[src/rtl/arith_sched.sv]
// Round-robin scheduler sharing one cube-root and one square-root unit between two requesters.
// Each job computes y = sqrt(a + cbrt(b)) by sequencing the units through their start/busy handshakes.
module arith_sched #(
    parameter int unsigned WIDTH    = 8,
    parameter int unsigned WAIT_MAX = 255
) (
    input  logic             clk_i,
    input  logic             rst_i,
    input  logic             req0_i,
    input  logic             req1_i,
    input  logic [WIDTH-1:0] a0_bi,
    input  logic [WIDTH-1:0] b0_bi,
    input  logic [WIDTH-1:0] a1_bi,
    input  logic [WIDTH-1:0] b1_bi,
    output logic             busy0_o,
    output logic             busy1_o,
    output logic             done0_o,
    output logic             done1_o,
    output logic             err0_o,
    output logic             err1_o,
    output logic [WIDTH-1:0] y0_bo,
    output logic [WIDTH-1:0] y1_bo,
    output logic             cube_start_o,
    output logic [WIDTH-1:0] cube_x_bo,
    input  logic             cube_busy_i,
    input  logic [WIDTH-1:0] cube_y_bi,
    output logic             sqrt_start_o,
    output logic [WIDTH-1:0] sqrt_x_bo,
    input  logic             sqrt_busy_i,
    input  logic [WIDTH-1:0] sqrt_y_bi
);

    localparam int unsigned CW = $clog2(WAIT_MAX + 1);

    typedef enum logic [2:0] {
        IDLE,
        CUBE_GO,
        CUBE_ARM,
        CUBE_WAIT,
        SQRT_GO,
        SQRT_ARM,
        SQRT_WAIT,
        DONE
    } state_t;

    state_t           state_q, state_d;
    logic             ptr_q, ptr_d;
    logic             owner_q, owner_d;
    logic [WIDTH-1:0] a_q, a_d;
    logic [CW-1:0]    wait_q, wait_d;
    logic [CW-1:0]    wait_inc;
    logic             gnt;

    logic             busy0_d, busy1_d, done0_d, done1_d, err0_d, err1_d;
    logic             cube_start_d, sqrt_start_d;
    logic [WIDTH-1:0] y0_d, y1_d, cube_x_d, sqrt_x_d;

    // Next-state and next-output logic; start/done/err are pulses, everything else holds.
    always_comb begin
        state_d      = state_q;
        ptr_d        = ptr_q;
        owner_d      = owner_q;
        a_d          = a_q;
        wait_d       = wait_q;
        busy0_d      = busy0_o;
        busy1_d      = busy1_o;
        done0_d      = 1'b0;
        done1_d      = 1'b0;
        err0_d       = 1'b0;
        err1_d       = 1'b0;
        y0_d         = y0_bo;
        y1_d         = y1_bo;
        cube_start_d = 1'b0;
        cube_x_d     = cube_x_bo;
        sqrt_start_d = 1'b0;
        sqrt_x_d     = sqrt_x_bo;
        wait_inc     = wait_q + CW'(1);
        gnt          = (req0_i && req1_i) ? ptr_q : req1_i;

        case (state_q)
            IDLE: begin
                if (req0_i || req1_i) begin
                    owner_d      = gnt;
                    ptr_d        = ~gnt;
                    a_d          = gnt ? a1_bi : a0_bi;
                    cube_x_d     = gnt ? b1_bi : b0_bi;
                    busy0_d      = ~gnt;
                    busy1_d      = gnt;
                    cube_start_d = 1'b1;
                    state_d      = CUBE_GO;
                end
            end
            CUBE_GO: begin
                wait_d  = '0;
                state_d = CUBE_ARM;
            end
            CUBE_ARM: begin
                state_d = CUBE_WAIT;
            end
            CUBE_WAIT: begin
                if (!cube_busy_i) begin
                    sqrt_x_d     = WIDTH'(a_q + cube_y_bi);
                    sqrt_start_d = 1'b1;
                    state_d      = SQRT_GO;
                end else if (wait_inc == CW'(WAIT_MAX)) begin
                    err0_d  = ~owner_q;
                    err1_d  = owner_q;
                    busy0_d = 1'b0;
                    busy1_d = 1'b0;
                    state_d = IDLE;
                end else begin
                    wait_d = wait_inc;
                end
            end
            SQRT_GO: begin
                wait_d  = '0;
                state_d = SQRT_ARM;
            end
            SQRT_ARM: begin
                state_d = SQRT_WAIT;
            end
            SQRT_WAIT: begin
                if (!sqrt_busy_i) begin
                    if (owner_q) begin
                        y1_d    = sqrt_y_bi;
                        done1_d = 1'b1;
                    end else begin
                        y0_d    = sqrt_y_bi;
                        done0_d = 1'b1;
                    end
                    state_d = DONE;
                end else if (wait_inc == CW'(WAIT_MAX)) begin
                    err0_d  = ~owner_q;
                    err1_d  = owner_q;
                    busy0_d = 1'b0;
                    busy1_d = 1'b0;
                    state_d = IDLE;
                end else begin
                    wait_d = wait_inc;
                end
            end
            DONE: begin
                busy0_d = 1'b0;
                busy1_d = 1'b0;
                state_d = IDLE;
            end
            default: begin
                state_d = IDLE;
            end
        endcase
    end

    // State and registered outputs; reset abandons any job silently.
    always_ff @(posedge clk_i) begin
        if (!rst_i) begin
            state_q      <= IDLE;
            ptr_q        <= 1'b0;
            owner_q      <= 1'b0;
            a_q          <= '0;
            wait_q       <= '0;
            busy0_o      <= 1'b0;
            busy1_o      <= 1'b0;
            done0_o      <= 1'b0;
            done1_o      <= 1'b0;
            err0_o       <= 1'b0;
            err1_o       <= 1'b0;
            y0_bo        <= '0;
            y1_bo        <= '0;
            cube_start_o <= 1'b0;
            cube_x_bo    <= '0;
            sqrt_start_o <= 1'b0;
            sqrt_x_bo    <= '0;
        end else begin
            state_q      <= state_d;
            ptr_q        <= ptr_d;
            owner_q      <= owner_d;
            a_q          <= a_d;
            wait_q       <= wait_d;
            busy0_o      <= busy0_d;
            busy1_o      <= busy1_d;
            done0_o      <= done0_d;
            done1_o      <= done1_d;
            err0_o       <= err0_d;
            err1_o       <= err1_d;
            y0_bo        <= y0_d;
            y1_bo        <= y1_d;
            cube_start_o <= cube_start_d;
            cube_x_bo    <= cube_x_d;
            sqrt_start_o <= sqrt_start_d;
            sqrt_x_bo    <= sqrt_x_d;
        end
    end

endmodule

[config.mk]
export PLATFORM = sky130hd
export DESIGN_NAME = arith_sched
export DESIGN_NICKNAME = d
export VERILOG_FILES = /design/src/rtl/arith_sched.sv
export SDC_FILE = /design/constraint.sdc
export NUM_CORES = 1
export LEC_CHECK = 0
export ABC_AREA = 1
export CAP_MARGIN = 20
export CORE_MARGIN = 10
export CORE_UTILIZATION = 46
export CTS_CLUSTER_DIAMETER = 120
export DETAILED_ROUTE_END_ITERATION = 8
export HOLD_SLACK_MARGIN = 0.1
export PLACE_DENSITY = 0.91
export SETUP_SLACK_MARGIN = 0.05
export SLEW_MARGIN = 20
export SYNTH_ARGS = -nofsm -noshare
export SYNTH_HDL_FRONTEND = slang
export SYNTH_SLANG_ARGS = --single-unit
[constraint.sdc]
create_clock -name clk_i -period 2.1 [get_ports clk_i]
set_clock_uncertainty 0.05 [all_clocks]
set_input_delay 0.42 -clock clk_i [delete_from_list [all_inputs] [get_ports clk_i]]
set_output_delay 0.42 -clock clk_i [all_outputs]
set_load 0.02 [all_outputs]
# After elaboration in Yosys (flattened, before gate mapping)
# Index checks and enable logic that the tools add are counted.
[word_totals] wordCells=85 ff_bits=61 output_inout_bits=40
[op_classes] n_reduce_logical=15 bitwise=6 addsub=2 eq_ne=11 muxes=34
[ops] operator="8-bit 2-to-1 mux" count=5
[ops] operator="3-bit case mux with 8 select lines" count=1
[ops] operator="8-bit case mux with 3 select lines" count=1
[ops] operator="1-bit 2-to-1 mux" count=19
[ops] operator="3-bit equality test, second input constant" count=4
[ops] operator="3-bit 2-to-1 mux" count=4
[ops] operator="3-bit AND reduction" count=3
[ops] operator="8-bit by 1-bit adder with 8-bit output, second input constant" count=1
[ops] operator="8-bit adder" count=1
[ops] operator="8-bit equality test, second input constant" count=1
[ops] operator="1-bit case mux with 4 select lines" count=2
[ops] operator="2-bit AND reduction" count=4
[ops] operator="3-bit by 2-bit equality test with 1-bit output, second input constant" count=2
[ops] operator="2-bit inequality test, second input constant" count=3
[ops] operator="1-bit NOT" count=6
[ops] operator="1-bit case mux with 2 select lines" count=2
[ops] operator="4-bit AND reduction" count=1
[ops] operator="4-bit nonzero test" count=1
[ops] operator="3-bit by 1-bit equality test with 1-bit output, second input constant" count=1
[ops] operator="3-bit logical NOT" count=1
[ops] operator="3-bit nonzero test" count=1
[ops] operator="3-bit OR reduction" count=1
[ops] operator="2-bit OR reduction" count=1
[ops] operator="1-bit logical AND" count=1
[ops] operator="1-bit logical OR" count=1

# Logic depth before layout (Yosys ltp)
# Gate-level depths: netlist of the first run.
[logic_depth] depth_word=5 mapped_depth=12 depth_no_buf=11

# Least setup slack after synthesis of the first run
# No wires, ideal clock.
[synth_timing] path_kind="input-to-reg" from="input port cube_y_bi[0]" to="register sqrt_x_bo[6]" path_buffers=0 path_slack_ns=0.247 t_arrival_ns=1.688 required_ns=1.935 setup_ns=0.115 cell_stages=11 cell_sequence="ha_1 inv_1 fa_1 o21ai_0 nand2_1 nand2_1 nand2_1 nand3_1 nand2_1 o21ai_0 inv_1"
[synth_via] elab_chain_cells=1
[synth_lines] element="start: declaration" line="26" rtl="input logic [WIDTH-1:0] cube_y_bi,"
[synth_lines] element="8-bit adder" line="102" rtl="sqrt_x_d = WIDTH'(a_q + cube_y_bi);"
[synth_lines] element="end signal: assignment" line="190" rtl="sqrt_x_bo <= sqrt_x_d;"
[synth_lines] element="end: declaration" line="28" rtl="output logic [WIDTH-1:0] sqrt_x_bo,"
# No other way between the ends.
# A chain may end at the register's enable or synchronous reset.

# Worst setup path after layout of the first run
# Ends and elaborated chain as after synthesis.

==> results_dict.tcl, run 1 <==
set metrics [dict create \
    crit_path_max_fanout 2 \
    synth_fp_nets 459 \
    via_per_inst 5.019 \
    area_delta_synth_final_pct 44.86 \
    top_usage_layer "met2" \
    cts.sinks 61 \
    cpPeakStageDelay_ns 0.48 \
    path_cells "clkdlybuf4s50_1, ha_1, inv_1, fa_2, o21ai_2, nand2_1, nand2_1, nand2_1, nand3_1, nand2_1, o21ai_1, inv_1" \
    crit_arrival_ns 2.11 \
    clockRootBuffer "clkbuf_8" \
    cts_tree "built" \
    post_cts_buffers 0 \
    final_common_cell "clkdlybuf4s50_1" \
    grt.total_usage_pct 16.09 \
    dieArea_mm2 0.009738 \
    drive_gt1_share_pct 9.307 \
    finalInstanceArea_mm2 0.004125 \
    yosysUniqueCellTypes 34 \
    yosys_register_bits 61 \
    dpl_cell_area_mm2 0.003919 \
    cts_buffer_depth 2 \
    met2_usage_pct 27.38 \
    path_delay_family "buffers and inverters" \
    critPathMostFrequentCell "nand2_1" \
    crit_buf_inv 3 \
    power_frac_seq_pct 43.4 \
    status "finished clean" \
    grtUsageMet3_pct 6.704 \
    gp_congestion 0.9139 \
    netSwitchingFraction_pct 29.42 \
    setup.worst_path.start_class "primary input" \
    setup_slack_ns 0.1955 \
    placementRows 28 \
    worst-slew-pin-transition_ns 0.4865 \
    finalMaxSlewViolations 0 \
    n_antenna_cell 0 \
    finalNetCount 564 \
    synthesis.area_mm2 0.002848 \
    hp-class "reg -> reg" \
    hold_viol 0 \
    finalCriticalPeriod_ns 1.905 \
    first_global_vias 2881 \
    drt_iter0_markers 170 \
    maxCapViolCount 0 \
    drc 0 \
    drtAntennaViolNets 0 \
    numCtsBuffers 9 \
    avgSynthCellArea_um2 7.209 \
    ys_warn_count 0 \
    end_kind "flop" \
    p_int_mw 2.128 \
    core-area_mm2 0.005956 \
    grt_antenna_before_repair 0 \
    boundaryPins 94 \
    cts-htree-levels 3 \
    final_cell_mix "clkdlybuf4s50_1, nand2_1, nor2_1, dfxtp_1, inv_1" \
    grt_max_degree 18 \
    drt_wl_total_um 8066 \
    timing.setup.tns_ns 0 \
    vdd_ir_drop_max_mv 0.4254 \
    rsz0062_at_grt "false" \
    clkPwrFrac_pct 34.7 \
    chipWidth_um 98.68 \
    cp_slowest_cell "clkdlybuf4s50_1" \
    critPathKind "in -> reg" \
    power_density_mw_per_mm2 730.7 \
    die_h_um 98.68 \
    wl_per_cell_um 13.91 \
    vias 2911 \
    drtPass1Iterations 4 \
    pre_cts_ws_ns -0.3087 \
    finalSetupViolations 0 \
    finalPower_mw 3.014 \
    syn_inst 395 \
    yosysSeqAreaShare_pct 42.88 \
    port_buffers 93 \
    whs_ns 0.4177 \
    insertion_delay_ns 0.34 \
    ctsHoldBuffers 0 \
    use_met1_pct 17.28 \
    start_util_pct 47.82 \
    leakage_nw 1.757 \
    power.switching_mw 0.8867 \
    clk_pin_slew_ns 0.07 \
    worst_ep_required_time_ns 2.30 \
    fmax_mhz 525.1 \
    period_share_pct 90.69 \
    grt_first_pass_wirelength_um 13210 \
    dp_hpwl_um 6171 \
    slew_headroom_pct 67.45 \
    pwr-share-comb_pct 22.0 \
    gr-total-overflow 0 \
]
[final cells by class]
| type | instances | area (um^2) |
|---|---|---|
| Clock inverter | 6 | 62.56 |
| Sequential cell | 61 | 1221 |
| Timing Repair Buffer | 107 | 1049 |
| Multi-Input combinational cell | 283 | 1419 |
| Clock buffer | 10 | 137.6 |
| Fill cell | 479 | 1831 |
| Tap cell | 75 | 93.84 |
| Inverter | 38 | 142.6 |
[power by group through the flow]
stage,logic (mW),registers [mW],clock network [mW]
2_1_floorplan,0.350,1.35,0
3_3_place_gp,0.632,1.33,0
3_5_place_dp,0.651,1.33,0
4_1_cts,0.656,1.31,1.07
5_1_grt,0.737,1.32,1.12
6_report,0.662,1.31,1.04
[metrics by stage]
stage	std cells	utilization, %
CTS	580	69.16
global route	580	69.26
floorplan	395	-
global placement	564	65.80
finish	580	69.26
detailed placement	564	65.80
[worst register-to-register path, stage by stage (launching register included)]
cell	delay, ns
dfxtp_1	0.42
ha_1	0.24
nand3_2	0.13
o21bai_2	0.16
nand2_1	0.10
nand4_1	0.10
nand2_1	0.09
buf_4	0.17
o21ai_1	0.15
nor2_1	0.06
[cell usage after synthesis, drive strengths merged]
cell type,count,area share [%]
o21ai,32,5.8
clkinv,2,0.26
o221ai,1,0.31
o211ai,1,0.26
o21bai,1,0.40
nand3,13,2.8
xor2,5,1.5
nand4,4,0.88
a21oi,17,3.0
ha,9,4.0
buf,8,1.8
a21o,1,0.26
nor3,3,0.53
dfxtp,61,43
clkbuf,5,0.66
nand2,93,13
inv,36,4.7
o2111ai,1,0.31
a31oi,16,3.5
fa,1,0.70
a221oi,1,0.31
nor2,82,12
xnor2,1,0.31
or2,1,0.22
[worst paths after layout]
path / start / endpoint / slack [ns] / depth (start not counted)
max: cube_y_bi[0] / sqrt_x_bo[6] / 0.20 / 12
min: busy1_o / busy1_o / 0.42 / 2
max reg2reg: wait_q[1] / wait_q[7] / 0.31 / 9
min reg2reg: busy1_o / busy1_o / 0.42 / 2
[routing by layer]
layer	share of wire, %	vias up
li1	-	1486
met1	40	1298
met2	50	113
met3	9.1	14
met4	1.5	0
met5	0	-
[sequential cells by signal, summed over array words and instances, names as in the netlist]
signal / count
a_q: 8
busy0_o: 1
busy1_o: 1
cube_start_o: 1
cube_x_bo: 8
done0_o: 1
done1_o: 1
err0_o: 1
err1_o: 1
owner_q: 1
ptr_q: 1
sqrt_start_o: 1
sqrt_x_bo: 8
state_q: 3
wait_q: 8
y0_bo: 8
y1_bo: 8
[logic make-up after synthesis]
logic type	Yosys count	share of synthesized area (%)
simple gates	196	29.00
compound gates	71	14.10
flops	61	42.88
buf+inv	51	7.513
fa+ha+maj	10	4.657
xor+xnor	6	1.845
[timing repair]
item,CTS,global route
pin swaps,0,1
endpoints found under the setup margin,1,1
gates resized for setup,1,3
No activity file was read; power rests on OpenSTA's default activity.
==> run 2, diff against run 1 <==
- SLEW_MARGIN: 20 -> not set
==> results of run 2 <==
Final layout, timing and power as in run 1 (identical DEF).
